===== config.mk =====
export PLATFORM = sky130hd
export DESIGN_NAME = lcd_char_writer
export DESIGN_NICKNAME = d
export VERILOG_FILES = /design/src/rtl/lcd_char_writer_pkg.sv /design/src/rtl/lcd_char_writer_nibble_tx.sv /design/src/rtl/lcd_char_writer.sv
export SDC_FILE = /design/constraint.sdc
export NUM_CORES = 1
export LEC_CHECK = 0
export CORE_MARGIN = 4
export CORE_UTILIZATION = 40
export DETAILED_ROUTE_END_ITERATION = 8
export GPL_ROUTABILITY_DRIVEN = 0
export GPL_TIMING_DRIVEN = 0
export PLACE_DENSITY = 0.55
export SYNTH_ARGS = -nofsm -noshare
export SYNTH_HDL_FRONTEND = slang
export SYNTH_SLANG_ARGS = --single-unit

===== constraint.sdc =====
create_clock -name Clock -period 3.7 [get_ports Clock]
set_clock_uncertainty 0.1 [all_clocks]
set_input_delay 0.555 -clock Clock [delete_from_list [all_inputs] [get_ports Clock]]
set_output_delay 0.555 -clock Clock [all_outputs]
set_load 0.05 [all_outputs]

===== src/rtl/lcd_char_writer_pkg.sv =====
// Shared definitions for the LCD character writer: FSM encodings,
// counter width and the HD44780 command bytes sent during configuration.
package lcd_char_writer_pkg;

    // Wide enough for the power-on wait (750000 cycles at 50 MHz).
    localparam int CNT_W = 20;

    typedef enum logic [3:0] {
        ST_PWR_WAIT,
        ST_INIT0,
        ST_INIT1,
        ST_INIT2,
        ST_INIT3,
        ST_CFG,
        ST_IDLE,
        ST_DATA_HI,
        ST_DATA_LO,
        ST_ADDR
    } lcd_state_t;

    typedef enum logic [2:0] {
        TX_IDLE,
        TX_SETUP,
        TX_PULSE,
        TX_HOLD,
        TX_WAIT
    } tx_state_t;

    localparam logic [7:0] LCD_FUNC_SET = 8'h28;
    localparam logic [7:0] LCD_ENTRY    = 8'h06;
    localparam logic [7:0] LCD_DISP_ON  = 8'h0C;
    localparam logic [7:0] LCD_CLEAR    = 8'h01;
    localparam logic [7:0] LCD_LINE1    = 8'h80;
    localparam logic [7:0] LCD_LINE2    = 8'hC0;

    // Configuration command bytes in the order they are sent.
    function automatic logic [7:0] cfg_byte(input logic [1:0] idx);
        case (idx)
            2'd0:    return LCD_FUNC_SET;
            2'd1:    return LCD_ENTRY;
            2'd2:    return LCD_DISP_ON;
            default: return LCD_CLEAR;
        endcase
    endfunction

endpackage


===== src/rtl/lcd_char_writer_nibble_tx.sv =====
// lcd_nibble_tx: one 4-bit write to the LCD.
// SETUP (2 cycles, counting the start cycle) -> PULSE (P_PULSE cycles, E=1)
// -> HOLD (1 cycle) -> WAIT (wait_len cycles). done is high on the last
// WAIT cycle so the caller can launch the next write back-to-back.
// The caller holds nibble/rs stable from the start pulse until done.
module lcd_nibble_tx
    import lcd_char_writer_pkg::*;
#(
    parameter int P_PULSE = 12
) (
    input  logic             clk,
    input  logic             rst,
    input  logic             start,
    input  logic [3:0]       nibble,
    input  logic             rs,
    input  logic [CNT_W-1:0] wait_len,
    output logic             lcd_e,
    output logic [3:0]       lcd_data,
    output logic             lcd_rs,
    output logic             done
);

    localparam logic [CNT_W-1:0] PULSE_LAST = CNT_W'(P_PULSE - 1);

    tx_state_t        state;
    logic [CNT_W-1:0] cnt;
    logic [CNT_W-1:0] wait_q;

    // Bus lines come straight from the caller's held registers, so data is
    // valid from the very cycle the start pulse is issued.
    assign lcd_data = nibble;
    assign lcd_rs   = rs;

    assign done = (state == TX_WAIT) && (cnt == wait_q - CNT_W'(1));

    // Write timing FSM; E is registered and drops on the reset edge.
    always_ff @(posedge clk) begin
        if (rst) begin
            state  <= TX_IDLE;
            cnt    <= '0;
            wait_q <= '0;
            lcd_e  <= 1'b0;
        end else begin
            case (state)
                TX_IDLE: begin
                    if (start) begin
                        state  <= TX_SETUP;
                        wait_q <= wait_len;
                        cnt    <= '0;
                    end
                end
                TX_SETUP: begin
                    state <= TX_PULSE;
                    lcd_e <= 1'b1;
                    cnt   <= '0;
                end
                TX_PULSE: begin
                    if (cnt == PULSE_LAST) begin
                        state <= TX_HOLD;
                        lcd_e <= 1'b0;
                        cnt   <= '0;
                    end else begin
                        cnt <= cnt + CNT_W'(1);
                    end
                end
                TX_HOLD: begin
                    state <= TX_WAIT;
                    cnt   <= '0;
                end
                TX_WAIT: begin
                    if (cnt == wait_q - CNT_W'(1)) begin
                        state <= TX_IDLE;
                        cnt   <= '0;
                    end else begin
                        cnt <= cnt + CNT_W'(1);
                    end
                end
                default: begin
                    state <= TX_IDLE;
                    lcd_e <= 1'b0;
                    cnt   <= '0;
                end
            endcase
        end
    end

endmodule


===== src/rtl/lcd_char_writer.sv =====
// lcd_char_writer: accepts one character per handshake and writes it to a
// 4-bit HD44780 LCD after running the power-on init and configuration.
// Optional build macro LCD_LINE_WRAP_EN: moves the cursor to line 2 after
// 16 characters and back to line 1 after 32.
module lcd_char_writer
    import lcd_char_writer_pkg::*;
#(
    parameter int P_POWERON   = 750000,
    parameter int P_WAIT_4MS  = 205000,
    parameter int P_WAIT_100US = 5000,
    parameter int P_WAIT_40US = 2000,
    parameter int P_WAIT_1US  = 50,
    parameter int P_WAIT_CLEAR = 82000,
    parameter int P_PULSE     = 12
) (
    input  logic       Clock,
    input  logic       Reset,
    input  logic [7:0] iData,
    input  logic       iData_Ready,
    output logic       oReadyForData,
    output logic       oLCD_Enabled,
    output logic       oLCD_RegisterSelect,
    output logic       oLCD_StrataFlashControl,
    output logic       oLCD_ReadWrite,
    output logic [3:0] oLCD_Data
);

    localparam logic [CNT_W-1:0] PWR_LAST = CNT_W'(P_POWERON - 1);
    localparam logic [CNT_W-1:0] W_4MS    = CNT_W'(P_WAIT_4MS);
    localparam logic [CNT_W-1:0] W_100US  = CNT_W'(P_WAIT_100US);
    localparam logic [CNT_W-1:0] W_40US   = CNT_W'(P_WAIT_40US);
    localparam logic [CNT_W-1:0] W_1US    = CNT_W'(P_WAIT_1US);
    localparam logic [CNT_W-1:0] W_CLEAR  = CNT_W'(P_WAIT_CLEAR);

    lcd_state_t       state;
    logic [CNT_W-1:0] cnt;
    logic [2:0]       cfg_idx;     // {byte index, lower-nibble flag}
    logic [3:0]       data_lo;     // low nibble of the accepted character
    logic             tx_start;
    logic [3:0]       tx_nib;
    logic             tx_rs;
    logic [CNT_W-1:0] tx_wait;
    logic             tx_done;
    logic             ready;

`ifdef LCD_LINE_WRAP_EN
    logic [4:0]       char_cnt;
    logic [7:0]       addr_byte;
    logic             addr_lo;
    logic [7:0]       line_cmd;

    // 16th character moves to line 2, the 32nd back to line 1.
    assign line_cmd = (char_cnt == 5'd15) ? LCD_LINE2 : LCD_LINE1;
`endif

    // Nibble of configuration step idx (upper nibble first).
    function automatic logic [3:0] cfg_nib(input logic [2:0] idx);
        logic [7:0] b;
        b = cfg_byte(idx[1+:2]);
        return idx[0] ? b[3:0] : b[7:4];
    endfunction

    // Wait after configuration step idx: short gap between nibbles, long
    // settle after each byte, extra long after Clear Display.
    function automatic logic [CNT_W-1:0] cfg_wait(input logic [2:0] idx);
        if (!idx[0])
            return W_1US;
        else if (idx[1+:2] == 2'd3)
            return W_CLEAR;
        else
            return W_40US;
    endfunction

    assign oReadyForData           = ready;
    assign oLCD_StrataFlashControl = 1'b1;
    assign oLCD_ReadWrite          = 1'b0;

    // Sequencer: each transition that needs a write launches it on the same
    // edge, so back-to-back nibbles have no idle cycle between them.
    // NOTE: non-blocking assignments everywhere here, so every branch reads
    // the pre-edge register values regardless of statement order.
    always_ff @(posedge Clock) begin
        if (Reset) begin
            state    <= ST_PWR_WAIT;
            cnt      <= '0;
            cfg_idx  <= '0;
            data_lo  <= '0;
            tx_start <= 1'b0;
            tx_nib   <= '0;
            tx_rs    <= 1'b0;
            tx_wait  <= '0;
            ready    <= 1'b0;
`ifdef LCD_LINE_WRAP_EN
            char_cnt  <= '0;
            addr_byte <= '0;
            addr_lo   <= 1'b0;
`endif
        end else begin
            tx_start <= 1'b0;
            cnt      <= '0;
            case (state)
                ST_PWR_WAIT: begin
                    if (cnt == PWR_LAST) begin
                        state    <= ST_INIT0;
                        tx_start <= 1'b1;
                        tx_nib   <= 4'h3;
                        tx_rs    <= 1'b0;
                        tx_wait  <= W_4MS;
                    end else begin
                        cnt <= cnt + CNT_W'(1);
                    end
                end
                ST_INIT0: begin
                    if (tx_done) begin
                        state    <= ST_INIT1;
                        tx_start <= 1'b1;
                        tx_nib   <= 4'h3;
                        tx_wait  <= W_100US;
                    end
                end
                ST_INIT1: begin
                    if (tx_done) begin
                        state    <= ST_INIT2;
                        tx_start <= 1'b1;
                        tx_nib   <= 4'h3;
                        tx_wait  <= W_40US;
                    end
                end
                ST_INIT2: begin
                    if (tx_done) begin
                        state    <= ST_INIT3;
                        tx_start <= 1'b1;
                        tx_nib   <= 4'h2;
                        tx_wait  <= W_40US;
                    end
                end
                ST_INIT3: begin
                    if (tx_done) begin
                        state    <= ST_CFG;
                        cfg_idx  <= 3'd0;
                        tx_start <= 1'b1;
                        tx_nib   <= cfg_nib(3'd0);
                        tx_wait  <= cfg_wait(3'd0);
                    end
                end
                ST_CFG: begin
                    if (tx_done) begin
                        if (cfg_idx == 3'd7) begin
                            state <= ST_IDLE;
                            ready <= 1'b1;
`ifdef LCD_LINE_WRAP_EN
                            char_cnt <= '0;
`endif
                        end else begin
                            cfg_idx  <= cfg_idx + 3'd1;
                            tx_start <= 1'b1;
                            tx_nib   <= cfg_nib(cfg_idx + 3'd1);
                            tx_wait  <= cfg_wait(cfg_idx + 3'd1);
                        end
                    end
                end
                ST_IDLE: begin
                    if (iData_Ready) begin
                        state    <= ST_DATA_HI;
                        ready    <= 1'b0;
                        data_lo  <= iData[3:0];
                        tx_start <= 1'b1;
                        tx_nib   <= iData[7:4];
                        tx_rs    <= 1'b1;
                        tx_wait  <= W_1US;
                    end
                end
                ST_DATA_HI: begin
                    if (tx_done) begin
                        state    <= ST_DATA_LO;
                        tx_start <= 1'b1;
                        tx_nib   <= data_lo;
                        tx_wait  <= W_40US;
                    end
                end
                ST_DATA_LO: begin
                    if (tx_done) begin
`ifdef LCD_LINE_WRAP_EN
                        char_cnt <= char_cnt + 5'd1;
                        if (char_cnt == 5'd15 || char_cnt == 5'd31) begin
                            state     <= ST_ADDR;
                            addr_byte <= line_cmd;
                            addr_lo   <= 1'b0;
                            tx_start  <= 1'b1;
                            tx_nib    <= line_cmd[7:4];
                            tx_rs     <= 1'b0;
                            tx_wait   <= W_1US;
                        end else begin
                            state <= ST_IDLE;
                            ready <= 1'b1;
                        end
`else
                        state <= ST_IDLE;
                        ready <= 1'b1;
`endif
                    end
                end
`ifdef LCD_LINE_WRAP_EN
                ST_ADDR: begin
                    if (tx_done) begin
                        if (!addr_lo) begin
                            addr_lo  <= 1'b1;
                            tx_start <= 1'b1;
                            tx_nib   <= addr_byte[3:0];
                            tx_wait  <= W_40US;
                        end else begin
                            state <= ST_IDLE;
                            ready <= 1'b1;
                        end
                    end
                end
`endif
                default: begin
                    state <= ST_PWR_WAIT;
                    ready <= 1'b0;
                end
            endcase
        end
    end

    lcd_nibble_tx #(
        .P_PULSE (P_PULSE)
    ) u_tx (
        .clk      (Clock),
        .rst      (Reset),
        .start    (tx_start),
        .nibble   (tx_nib),
        .rs       (tx_rs),
        .wait_len (tx_wait),
        .lcd_e    (oLCD_Enabled),
        .lcd_data (oLCD_Data),
        .lcd_rs   (oLCD_RegisterSelect),
        .done     (tx_done)
    );

endmodule


==> impl_metrics.env <==
export IMPL_final_common_cell="dfxtp_1"
export IMPL_timing_rr_end="tx_wait[7]$_SDFFE_PP0P_"
export IMPL_cts_tree="yes"
export IMPL_synth_edf_count=0
export IMPL_synth_warning_count=0
export IMPL_cts_setup_buffers=0
export IMPL_grt_first_pass_wirelength_mm=19.11
export IMPL_grt_util_met3_pct=4.230
export IMPL_cts_clk_slew_worst_paths_ns=0.06
export IMPL_cts_root_buf="clkbuf_16"
export IMPL_ys_flop_type="dfxtp_1"
export IMPL_cts_made_buffers=9
export IMPL_gr_usage_all_layers_pct=17.95
export IMPL_placed_cell_area_um2=4976
export IMPL_layout_common_cells="dfxtp_1, nor2_1, nand2_1"
export IMPL_nets=625
export IMPL_regToRegSetupSlack_ns=0.25
export IMPL_final_antenna_net_count=0
export IMPL_status="finished clean"
export IMPL_synth_area_um2=4632
export IMPL_cts_hold_fix_buffers=0
export IMPL_drt_first_iter_violations=238
export IMPL_grt_max_degree=15
export IMPL_use_met1_pct=22.35
export IMPL_max_vdd_ir_drop_v=0.0003167
export IMPL_critPathCapture="tx_wait[7]$_SDFFE_PP0P_"
export IMPL_synth_distinct_cells=66
export IMPL_r2r_start="u_tx.wait_q[5]$_SDFFE_PP0P_"
export IMPL_post_route_period_util_pct=93.20
export IMPL_num_rows=39
export IMPL_insertedDiodeCount=0
export IMPL_drt_total_wl_mm=11.25
export IMPL_die_x_um=115.6
export IMPL_path_buf_inv=3
export IMPL_crit_chain="buf_6, inv_1, ha_1, nor4b_1, a21oi_1, and4b_1, o2111ai_2, nor4_4, o21ai_2, buf_4, nor4_1, nor3_1"
export IMPL_grt_ovfl_total=0
export IMPL_io_buffers=16
export IMPL_cts_buffer_depth=2
export IMPL_min_period_ns=3.448
export IMPL_seq_area_frac_synth_pct=36.30
export IMPL_cts_resized=0
export IMPL_cpMaxStageDelayCell="nor4b_1"
export IMPL_wl_per_cell_um=14.95
export IMPL_totalPowerFinal_w=0.003207
export IMPL_insertion_delay_ns=0.34
export IMPL_ys_ff_latch=84
export IMPL_required_ns=3.81
export IMPL_syn_to_final_growth_pct=14.69
export IMPL_reg2reg_depth=12
export IMPL_fmax_ghz=0.2900
export IMPL_avgSynthCellArea_um2=8.042
export IMPL_critPathArrivalTime_ns=3.56
export IMPL_hold_path_class="reg2reg"
export IMPL_tightest_slew_ns=0.7443
export IMPL_max_stage_delay_ns=0.63
export IMPL_postSynthCellCount=576
export IMPL_crit_family="simple AND/OR/NAND/NOR gates"
export IMPL_use_met2_pct=29.59
export IMPL_synth_nets=597
export IMPL_p_per_area_nw_per_um2=603.7
export IMPL_drv_cap=0
export IMPL_firstDrtPassIters=4
export IMPL_via_per_inst=5.343
export IMPL_slew_viol_final=0
export IMPL_setup_tns_ns=0
export IMPL_rsz0062_at_grt="no"
export IMPL_ioPinCount=20
export IMPL_die_area_um2=13370
export IMPL_dp_hpwl_mm=8.286
export IMPL_worst_setup_path_start_kind="flop"
export IMPL_design_area_um2=5313
export IMPL_antenna_found_initial=0
export IMPL_grt_pass1_vias=3968
export IMPL_drc=0
export IMPL_cp_end_kind="flop"
export IMPL_worst_path_stages=12
export IMPL_timing_slew_headroom_pct=49.92
export IMPL_htree_num_levels=3
export IMPL_critPathMaxFanout=10
export IMPL_startpoint="u_tx.wait_q[5]$_SDFFE_PP0P_"
export IMPL_p_leak_nw=1.912
export IMPL_num_vias=4018
export IMPL_path_class="reg2reg"
export IMPL_finalSetupViolations=0
export IMPL_hold_ws_ns=0.3483
export IMPL_synthArstFlopShare_pct=0
export IMPL_die_y_um=115.6
export IMPL_hold_violations=0
export IMPL_start_util_pct=40.74
export IMPL_drive_above_1_share_pct=6.897
export IMPL_top_usage_layer="met2"
export IMPL_core_um2=11370
export IMPL_cts_num_sinks=84
## kinds of logic after synthesis
group           synth area share [%]
simple gates                   29.93
mux                            4.133
fa+ha+maj                      2.701
compound gates                 14.26
other cells                   0.1621
buf+inv                        5.132
flops                          36.30
xor+xnor                       7.374
## stage by stage
stage	setup WS [ns]	cells	utilization [%]
floorplan	0.7859	576	-
global placement	0.2285	735	43.72
detailed placement	0.2398	736	43.77
CTS	0.2264	752	46.73
global route	0.04961	752	46.73
finish	0.2517	752	46.73
## cell usage after synthesis, types with 6 or more instances
library cell,count,area [µm²]
o21ai_0,16,80.08
clkbuf_1,30,112.6
nand2_1,64,240.2
inv_1,14,52.55
nor3_1,16,80.08
ha_1,10,125.1
mux2i_1,18,180.2
xor2_1,23,201.4
nand3_1,24,120.1
nor2_1,69,259.0
a21oi_1,41,205.2
dfxtp_1,84,1682
a31oi_1,10,62.56
nand2b_1,11,68.82
nor2b_1,11,68.82
nor4_1,11,68.82
xnor2_1,16,140.1
or3_1,6,37.54
and3_1,12,75.07
## worst min path at each step
stage / from / endpoint / slack (ns) / cells past startpoint
after floorplan: cnt[0]$_SDFF_PP0_ / cnt[0]$_SDFF_PP0_ / 0.32 / 1
after global placement: cnt[0]$_SDFF_PP0_ / cnt[0]$_SDFF_PP0_ / 0.33 / 1
after detailed placement: cnt[0]$_SDFF_PP0_ / cnt[0]$_SDFF_PP0_ / 0.34 / 1
after CTS: tx_wait[5]$_SDFFE_PP0P_ / tx_wait[5]$_SDFFE_PP0P_ / 0.35 / 2
after global routing: tx_wait[5]$_SDFFE_PP0P_ / tx_wait[5]$_SDFFE_PP0P_ / 0.37 / 2
final: cnt[0]$_SDFF_PP0_ / cnt[0]$_SDFF_PP0_ / 0.35 / 1
## metal layers
layer	routed length (µm)	share of wire, %	vias up
met3	378	3.4	18
met5	0	0	-
met2	5369	48	71
met4	233	2.1	0
met1	5263	47	1851
li1	-	-	2078
## registers in the layout, summed over array words and instances, names as in the netlist, 3 cells and up
name	count
cfg_idx	3
cnt	20
data_lo	4
state	4
tx_nib	4
tx_wait	11
u_tx.cnt	20
u_tx.state	3
u_tx.wait_q	11
## cell type report
class / count / area [µm²]
flip-flops and latches: 84 / 1682
plain buffers: 39 / 185.2
clock inverters: 5 / 83.83
inverters: 14 / 52.55
multi-input cells: 439 / 2713
clock buffers: 11 / 252.7
fillers: 1138 / 6057
repair buffers: 17 / 165.2
well taps: 143 / 178.9
## where the power goes
| part | internal, W | switching [W] |
|---|---|---|
| combinational | 0.000402 | 0.000704 |
| clock | 0.000629 | 0.000383 |
| sequential | 0.00101 | 0.0000791 |
| total | 0.00204 | 0.00117 |
(Power assumes the default switching activity.)
